### config.mk
export PLATFORM = sky130hd
export DESIGN_NAME = exc_ctrl
export DESIGN_NICKNAME = d
export VERILOG_FILES = /design/src/rtl/exc_ctrl.sv
export SDC_FILE = /design/constraint.sdc
export NUM_CORES = 1
export LEC_CHECK = 0
export ABC_AREA = 1
export CORE_ASPECT_RATIO = 1.75
export CORE_MARGIN = 2
export CORE_UTILIZATION = 40
export CTS_BUF_LIST = sky130_fd_sc_hd__clkbuf_16
export DETAILED_ROUTE_END_ITERATION = 8
export PLACE_DENSITY = 0.88
export SLEW_MARGIN = 5
export SYNTH_ARGS = -nofsm -noshare
export SYNTH_HDL_FRONTEND = slang
export SYNTH_SLANG_ARGS = --single-unit
### constraint.sdc
create_clock -name clk -period 3.5 [get_ports clk]
set_input_delay 0.35 -clock clk [delete_from_list [all_inputs] [get_ports clk]]
set_output_delay 0.35 -clock clk [all_outputs]
set_load 0.05 [all_outputs]
### src/rtl/exc_ctrl.sv
// exc_ctrl: prioritises EX-stage exceptions and hardware interrupts into one trap request to CP0.
// Latency: detection edge to trap_req = 1 cycle; trap_ack to redirect = 1 cycle.
// Backpressure: trap_req/stall held with stable code/EPC until trap_ack; new events ignored meanwhile.
// Optional: define EXC_INT_SYNC_EN to pass hw_int through a 2-flop synchronizer (+2 cycles).
module exc_ctrl #(
  parameter logic [31:0] VECTOR    = 32'h0000_3000,
  parameter int          INT_LINES = 6
) (
  input  logic                 clk,
  input  logic                 rst_n,
  input  logic [INT_LINES-1:0] hw_int,
  input  logic [INT_LINES-1:0] int_mask,
  input  logic                 int_en,
  input  logic                 exl,
  input  logic [INT_LINES-1:0] int_clr,
  input  logic                 exc_valid,
  input  logic                 exc_ri,
  input  logic                 exc_ov,
  input  logic                 exc_sys,
  input  logic                 exc_brk,
  input  logic [31:0]          exc_pc,
  input  logic [31:0]          next_pc,
  input  logic                 eret,
  output logic                 trap_req,
  output logic [4:0]           trap_code,
  output logic [31:0]          trap_epc,
  output logic                 trap_nested,
  input  logic                 trap_ack,
  output logic [INT_LINES-1:0] ip_pending,
  output logic                 flush,
  output logic                 stall,
  output logic                 redirect,
  output logic [31:0]          handler_pc,
  output logic                 in_handler
);

  typedef enum logic [1:0] {IDLE, REQ, HANDLER} state_t;

  state_t                 state_q, state_d;
  logic [4:0]             code_q, code_d;
  logic [31:0]            epc_q, epc_d;
  logic                   nested_q, nested_d;
  logic                   flush_q, flush_d;
  logic                   redirect_q, redirect_d;
  logic [INT_LINES-1:0]   hw_prev_q;
  logic [INT_LINES-1:0]   ip_q, ip_d;
  logic [INT_LINES-1:0]   hw_s;
  logic                   exc_any;
  logic [4:0]             exc_code;
  logic                   int_elig;

`ifdef EXC_INT_SYNC_EN
  logic [INT_LINES-1:0]   sync1_q, sync2_q;

  // Two-flop synchronizer for asynchronous interrupt lines.
  always_ff @(posedge clk) begin
    if (!rst_n) begin
      sync1_q <= '0;
      sync2_q <= '0;
    end else begin
      sync1_q <= hw_int;
      sync2_q <= sync1_q;
    end
  end

  assign hw_s = sync2_q;
`else
  // Lines are assumed synchronous to clk and sampled directly.
  assign hw_s = hw_int;
`endif

  // Pending bits: rising edge sets, int_clr clears, set wins on collision.
  assign ip_d = (ip_q & ~int_clr) | (hw_s & ~hw_prev_q);

  // RI > Ov > Sys > Brk; only meaningful when exc_any is set.
  assign exc_any  = exc_valid & (exc_ri | exc_ov | exc_sys | exc_brk);
  assign exc_code = exc_ri  ? 5'd10 :
                    exc_ov  ? 5'd12 :
                    exc_sys ? 5'd8  : 5'd9;
  assign int_elig = int_en & ~exl & (|(ip_q & int_mask));

  // Next-state logic: trap selection, hold while requesting, nested traps keep the original EPC.
  always_comb begin
    state_d    = state_q;
    code_d     = code_q;
    epc_d      = epc_q;
    nested_d   = nested_q;
    flush_d    = 1'b0;
    redirect_d = 1'b0;
    case (state_q)
      IDLE: begin
        if (exc_any) begin
          state_d  = REQ;
          code_d   = exc_code;
          epc_d    = exc_pc;
          nested_d = 1'b0;
          flush_d  = 1'b1;
        end else if (int_elig) begin
          state_d  = REQ;
          code_d   = 5'd0;
          epc_d    = next_pc;
          nested_d = 1'b0;
          flush_d  = 1'b1;
        end
      end
      REQ: begin
        if (trap_ack) begin
          state_d    = HANDLER;
          redirect_d = 1'b1;
        end
      end
      HANDLER: begin
        // An exception in the handler beats a simultaneous eret.
        if (exc_any) begin
          state_d  = REQ;
          code_d   = exc_code;
          nested_d = 1'b1;
          flush_d  = 1'b1;
        end else if (eret) begin
          state_d = IDLE;
        end
      end
      default: state_d = IDLE;
    endcase
  end

  // State, trap payload, pulses and interrupt edge history.
  always_ff @(posedge clk) begin
    if (!rst_n) begin
      state_q    <= IDLE;
      code_q     <= 5'd0;
      epc_q      <= 32'd0;
      nested_q   <= 1'b0;
      flush_q    <= 1'b0;
      redirect_q <= 1'b0;
      hw_prev_q  <= '0;
      ip_q       <= '0;
    end else begin
      state_q    <= state_d;
      code_q     <= code_d;
      epc_q      <= epc_d;
      nested_q   <= nested_d;
      flush_q    <= flush_d;
      redirect_q <= redirect_d;
      hw_prev_q  <= hw_s;
      ip_q       <= ip_d;
    end
  end

  assign trap_req    = (state_q == REQ);
  assign stall       = (state_q == REQ);
  assign in_handler  = (state_q == HANDLER);
  assign trap_code   = code_q;
  assign trap_epc    = epc_q;
  assign trap_nested = nested_q;
  assign flush       = flush_q;
  assign redirect    = redirect_q;
  assign ip_pending  = ip_q;
  assign handler_pc  = VECTOR;

endmodule

=== After elaboration in Yosys (flattened, before gate mapping) ===
Cells that the tools add are included.

* Bits of input ports: 93
* Output and inout port bits: 81
* Register bits: 54
* Logic and storage cells: 59

* Mux-type cells: 24
* Eq/ne operators: 6
* Reductions and logical operators: 8
* Bitwise logic cells: 13

{| class="wikitable"
|+ Operator list
! operator !! count
|-
| two-way mux 32 bit || 2
|-
| bitwise AND 6 bit || 3
|-
| two-way mux 5 bit || 3
|-
| NOT 6 bit || 2
|-
| two-way mux 2 bit || 5
|-
| one-hot mux 5 bit (2 select lines) || 1
|-
| two-way mux 1 bit || 8
|-
| two-way mux 3 bit || 2
|-
| bitwise OR 6 bit || 1
|-
| one-hot mux 2 bit (3 select lines) || 1
|-
| AND reduction 3 bit || 2
|-
| OR reduction 6 bit || 1
|-
| one-hot mux 1 bit (2 select lines) || 2
|-
| AND reduction 2 bit || 2
|-
| nonzero test 2 bit || 2
|-
| bitwise AND 1 bit || 3
|-
| != test 3 x 2 -> 1 bit, second input constant || 1
|-
| != test 3 bit, second input constant || 1
|-
| bitwise OR 1 bit || 3
|-
| == test 2 x 1 -> 1 bit, second input constant || 1
|-
| == test 2 bit, second input constant || 1
|-
| zero test 2 bit || 1
|-
| != test 2 x 1 -> 1 bit, second input constant || 1
|-
| != test 2 bit, second input constant || 1
|-
| NOT 1 bit || 1
|}

=== Longest topological paths before layout ===
Gate-level depths: netlist (run 1).

* Depth after elaboration: 6
* Mapped depth: 10
* Depth with buffers taken out: 9

=== Worst setup path after synthesis (run 1) ===
OpenSTA, ideal clock, no wires.

* Path type: register -> output
* Start point: reg state_q[0]
* End point: out trap_req
* Buffers on the path: 1
* Slack: 1.676 ns
* Arrival: 1.474 ns
* Required time: 3.150 ns
* Stages on the path, launching flop included: 4
* Path through: dfxtp_1 > inv_1 > nor2_1 > buf_4

* Longest elaborated chain between the ends: 1

{| class="wikitable"
|+ RTL lines
! what !! line !! text
|-
| start: declaration || 39 || <nowiki>state_t state_q, state_d;</nowiki>
|-
| start signal: assignment || 139 || <nowiki>state_q <= state_d;</nowiki>
|-
| == test 2 x 1 -> 1 bit || n/a ||
|-
| end: declaration || 24 || <nowiki>output logic trap_req,</nowiki>
|}

No other way between the ends.

=== Worst setup path in the final report (run 1) ===
* Start point: in exc_ri
* End point: reg epc_q[0] (netlist: trap_epc[0])

* Longest elaborated chain between the ends: 6
* Elaborated cells between the ends (all ways): 7
* Those cells by class: 1 x mux; 4 x bitwise; 2 x reduce/logical

{| class="wikitable"
|+ RTL lines
! what !! line !! text
|-
| start: declaration || 17 || <nowiki>input logic exc_ri,</nowiki>
|-
| bitwise OR 1 bit * (3 in a row) || 76 || <nowiki>assign exc_any = exc_valid & (exc_ri | exc_ov | exc_sys | exc_brk);</nowiki>
|-
| bitwise AND 1 bit * || 76 ||
|-
| nonzero test 2 bit (no source line) || n/a ||
|-
| AND reduction 2 bit (no source line) || n/a ||
|-
| end signal: assignment || 141 || <nowiki>epc_q <= epc_d;</nowiki>
|-
| end: declaration || 41 || <nowiki>logic [31:0] epc_q, epc_d;</nowiki>
|}

Every way passes the cells marked *; elsewhere a longest branch is shown, timed or not.
A chain may end at the register's enable or synchronous reset.

==> results of run 1 <==
## registers in the layout, summed over array words and instances, names as in the netlist
| register | count |
|---|---|
| trap_code | 4 |
| redirect | 1 |
| flush | 1 |
| ip_pending | 6 |
| state_q | 2 |
| trap_nested | 1 |
| trap_epc | 32 |
| hw_prev_q | 6 |
## worst reg2reg max path, stage by stage, from the launching register on
cell and delay (ps):
dfxtp_1 330, nor2_2 650, nand2_4 350, o21ai_0 290
nor2_1 60
## cell families after synthesis
| kind of cell | share of synthesized area, % |
|---|---|
| AOI/OAI and AO/OA | 15.08 |
| buffers and inverters | 16.77 |
| DFF | 38.74 |
| other | 0.2742 |
| and+or+nand+nor | 29.15 |
## final cells by class
| type | instances | area share [%] |
|---|---|---|
| repair buffers | 143 | 34.47 |
| inverters | 20 | 1.818 |
| well taps | 82 | 2.484 |
| clock buffers | 5 | 3.029 |
| multi-input cells | 296 | 32.32 |
| flip-flops and latches | 53 | 25.69 |
| clock inverters | 2 | 0.1818 |
## placed cells by master (no fill, tap or decap), drive strengths merged
master / n
o32ai: 4
inv: 21
dfxtp: 53
a21oi: 39
nand4: 1
conb: 33
clkbuf: 5
clkdlybuf4s50: 140
nor2: 40
buf: 3
nor3: 1
nand3: 40
o22ai: 2
clkinv: 1
o21ai: 34
nand2: 102
## final timing paths
check                                        startpoint                  endpoint  cells after the start
worst max-delay path                             exc_ri  trap_epc[0]$_SDFFE_PN0P_                      8
worst min-delay path            hw_prev_q[1]$_SDFF_PN0_  ip_pending[1]$_SDFF_PN0_                      1
worst max register to register  state_q[1]$_SDFFE_PN0P_  trap_epc[0]$_SDFFE_PN0P_                      4
worst min register to register  hw_prev_q[1]$_SDFF_PN0_  ip_pending[1]$_SDFF_PN0_                      1
## routing by layer
layer / GRT usage, % / wire length (µm)
met3: 4.241 / 535
met5: 0 / 0
met1: 19.54 / 2647
met2: 38.80 / 4138
met4: 10.34 / 271
## through the flow
step | setup WS, ps | hold slack, ps | utilization (%) | cell area, µm²
after floorplan | 1676 | 399.1 | - | 2855
after global placement | 811.5 | 402.4 | 60.68 | 3998
after detailed placement | 690.1 | 418.6 | 60.68 | 3998
after CTS | 988.8 | 427.9 | 62.70 | 4130
after global routing | 767.7 | 433.8 | 62.70 | 4130
final | 988.5 | 423.3 | 62.70 | 4130
## power by group
part,switching [µW],total (µW),leakage (µW),internal [µW]
registers,38.9,710,0.000439,671
clock network,193,449,0.0000685,256
logic,511,785,0.00132,275
==> metrics, run 1 <==
share of cells above drive strength 1=3.276%; Die Wd=66.55 µm; dpl cells=594; IO Port Bufs=140; Reg2Reg Setup Slack=1710 ps; GP Congestion=0.7665; Vias/cell=4.829; Worst Path Buf+Inv=1; ant diodes=0; fin cells=601; Worst setup SP type=primary input; CP dominant cell by count=nand2_4; DR WL/cell=12.63 µm; Area Overhead vs Synth=50.80%; Crit path max-delay family=simple AND/OR/NAND/NOR gates; HP Class=register to register; crit end category=register; register area share after synthesis=38.74%; I/O pins=174; Crit Path Max Fanout=36; Commonest cells post-synth=97 x nand2_1, 53 x dfxtp_1, 39 x a21oi_1, 39 x nand3_1, 38 x nor2_1; Initial Utilization=41.58%; post-synthesis instance total=396; RSZ-0062 raised after global routing=no; Die H=113.5 µm; top cell type's share of synthesized area=38.74%; final net count=612; Max clock buf depth=2; synthesized flop and latch total=53; ranking of synthesized cells by area=dfxtp_1 39%, nand2_1 13%, buf_4 10%; First DRT Iteration DRCs=88; fmax=398.2 MHz; CTS tree=done; cts hold-fix bufs=0; Final HPWL DP=5918 µm; YS warnings=0; Post-synth EDFFs=0; max-cap check violation count=0; worst skew pair latency=280 ps; mapped cell area=2739 µm²; Post-Syn Area per Cell=6.916 µm²; endpoints failing hold=0; first-pass GRT wire length=11990 µm; Arrival @ worst endpoint=2680 ps; drt total wl=7593 µm; area occupied by multi-input gates=1335 µm²; pins over their slew limit=0; slowest stage delay, CP=590 ps; vias in the first global route=2691; Worst EP required=3670 ps; Setup Crit Path Kind=primary input to register; number of antenna violations at the first check in global routing=0; DR pass1 iterations=4; critical path's slowest cell=clkdlybuf4s50_1; worst clock skew=3.221 ps; Rel. slew slack=45.17%; Primary FF master, synth=dfxtp_1; setup tns final=0 ps; drc violations=0; post-route ant nets=0; Resized cells post-CTS=0; Worst Max-Slew Pin Slew=821.6 ps; Reg clk slew, reported paths=60 ps; sequential cell area=1061 µm²; filler instances=597; most common cell in the synthesized netlist=nand2_1; core region area=6588 µm²; VDD IR max=0.0002872 V; setup bufs post-CTS=0; Leakage=0.001832 µW; Final setup viols=0; crit path time final=2511 ps; Tot GR Track Use=20.33%; status=finished, final reports clean; Cell Chain, Critical Path=clkdlybuf4s50_1, nor3_4, nand2_4, nand2_4, nand2_4, nand2_4, o21ai_0, nor2_1; root buffer cell=clkbuf_16; most area-hungry cell type in the Yosys netlist=dfxtp_1; largest net degree at the start of global routing=37; via count=2902; cell area power density=470.8 nW/µm²; CTS Buf Count=5; Post-synth ARST share=0%; crit share post-route=71.76%; CTS sink count=53; Cell Rows=39; count of cell types in the netlist=22; Overflow after GRT=0; Die ar.=7551 µm²; Final Total Pwr=1945 µW; H-tree Lvls=2
No activity file was read; power rests on OpenSTA's default activity.
==> inputs of run 2 (changes only) <==
--- a/config.mk
+++ b/config.mk
@@ -8,10 +8,10 @@
 export ABC_AREA = 1
 export CORE_ASPECT_RATIO = 1.75
 export CORE_MARGIN = 2
-export CORE_UTILIZATION = 40
+export CORE_UTILIZATION = 37
 export CTS_BUF_LIST = sky130_fd_sc_hd__clkbuf_16
 export DETAILED_ROUTE_END_ITERATION = 8
-export PLACE_DENSITY = 0.88
+export PLACE_DENSITY = 0.82
 export SLEW_MARGIN = 5
 export SYNTH_ARGS = -nofsm -noshare
 export SYNTH_HDL_FRONTEND = slang
==> constraint.sdc (replaced) <==
create_clock -name clk -period 2.6 [get_ports clk]
set_input_delay 0.26 -clock clk [delete_from_list [all_inputs] [get_ports clk]]
set_output_delay 0.26 -clock clk [all_outputs]
set_load 0.05 [all_outputs]
==> metrics, run 2 (synthesis gave the netlist of run 1 again) <==
crit end category=output port; Overflow after GRT=0; Vias/cell=4.661; crit path time final=2077 ps; Die ar.=8133 µm²; Final setup viols=0; met1 Track Usage GR=17.66%; status=finished, final reports clean; first-pass GRT wire length=12650 µm; hold path depth=1; crit share post-route=79.88%; pre-CTS setup slack=230.6 ps; post-route cell area=4150 µm²; RSZ-0062 raised after global routing=no; Die Wd=69.04 µm; ant diodes=0; Final HPWL DP=6142 µm; switching pwr=1010 µW; fmax=481.5 MHz; Setup Crit Path Kind=register to output port; Area Overhead vs Synth=51.53%; DR pass1 iterations=4; HP Class=register to register; Max clock buf depth=2; most frequent cells in the layout=140 x clkdlybuf4s50_1, 97 x nand2_1, 53 x dfxtp_1; CTS sink count=53; H-tree Lvls=2; Worst Max-Slew Pin Slew=671.9 ps; Rel. slew slack=55.16%; clock power share=23.3%; Die H=117.8 µm; Arrival @ worst endpoint=1820 ps; core region area=7182 µm²; Tot GR Track Use=18.91%; via count=2829; commonest non-fill, non-tap cell in the layout=clkdlybuf4s50_1; Sw Share=38.40%; worst skew pair latency=280 ps; share of cells above drive strength 1=3.647%; Int Power=1620 µW; number of antenna violations at the first check in global routing=0; CTS tree=done; drt total wl=7812 µm; post-route ant nets=0; GR peak layer=met2; GP Congestion=0.7541; cell area power density=633.7 nW/µm²; I/O pins=174; Cell Rows=41; max-cap check violation count=0; max reg flops=32; Combinational Power Share=40.4%; Worst setup SP type=register; IO Port Bufs=140; final net count=614; Initial Utilization=38.14%; vias in the first global route=2713; root buffer cell=clkbuf_16; Resized cells post-CTS=0; endpoints failing hold=0; drc violations=0; met2 Use GR=38.70%; worst clock skew=5.459 ps; Setup WS post-layout=523.2 ps; Reg2Reg Depth=9; setup bufs post-CTS=0; grt met3 use=4.024%; Reg2Reg Setup Slack=830 ps; First DRT Iteration DRCs=71; DR WL/cell=12.87 µm; pins over their slew limit=0; Final Total Pwr=2630 µW; Crit Path Max Fanout=8; Leakage=0.001842 µW; largest net degree at the start of global routing=37; Post-DP Area=4018 µm²; register share of total power=36.3%; VDD IR max=0.0003672 V; cts hold-fix bufs=0; CTS Buf Count=5; setup tns final=0 ps; Worst EP required=2340 ps; Reg clk slew, reported paths=60 ps
[run 2: changes by cell type in the layout (fill, tap and decap cells not counted)]
cell   before  now
buf_4       3    5
[run 2: path summary, 6_finish.rpt]
path | start | to
max | state_q[1]$_SDFFE_PN0P_ | in_handler
min reg2reg | hw_prev_q[5]$_SDFF_PN0_ | ip_pending[5]$_SDFF_PN0_
min | hw_prev_q[5]$_SDFF_PN0_ | ip_pending[5]$_SDFF_PN0_
max reg2reg | ip_pending[5]$_SDFF_PN0_ | trap_epc[2]$_SDFFE_PN0P_
[run 2: cell type report]
cell class / count / area (µm²)
clock buffer: 5 / 125.1
clock inverter: 2 / 7.507
fill: 685 / 3032
inverter: 20 / 75.07
multi-input combinational: 296 / 1335
sequential: 53 / 1061
tap: 86 / 107.6
timing repair buffer: 145 / 1439
[run 2: metal layers]
layer  vias up  part of all wire, %
li1       1466                    -
met1      1240                   35
met2       111                   57
met3        12                  5.5
met4         0                  2.4
met5         -                    0
[run 2: worst max-delay path: stages (launching register included)]
cell,delay [ps]
dfxtp_1,370
inv_1,60
nor2_2,240
clkdlybuf4s50_1,860
[run 2: power by group through the flow]
stage | Combinational [µW] | Sequential, µW | Clock (µW)
6_report | 1060 | 955 | 613
5_1_grt | 1130 | 965 | 662
4_1_cts | 1070 | 957 | 628
3_5_place_dp | 1070 | 974 | 0
3_3_place_gp | 1050 | 969 | 0
2_1_floorplan | 463 | 1250 | 0
[run 2: through the flow]
step                hold slack (ps)  utilization, %  cells
floorplan                     371.8               -    427
CTS                           418.2           57.79    607
detailed placement            410.3           55.94    600
global route                  428.9           57.79    607
finish                        416.0           57.79    607
global placement              403.7           55.94    600
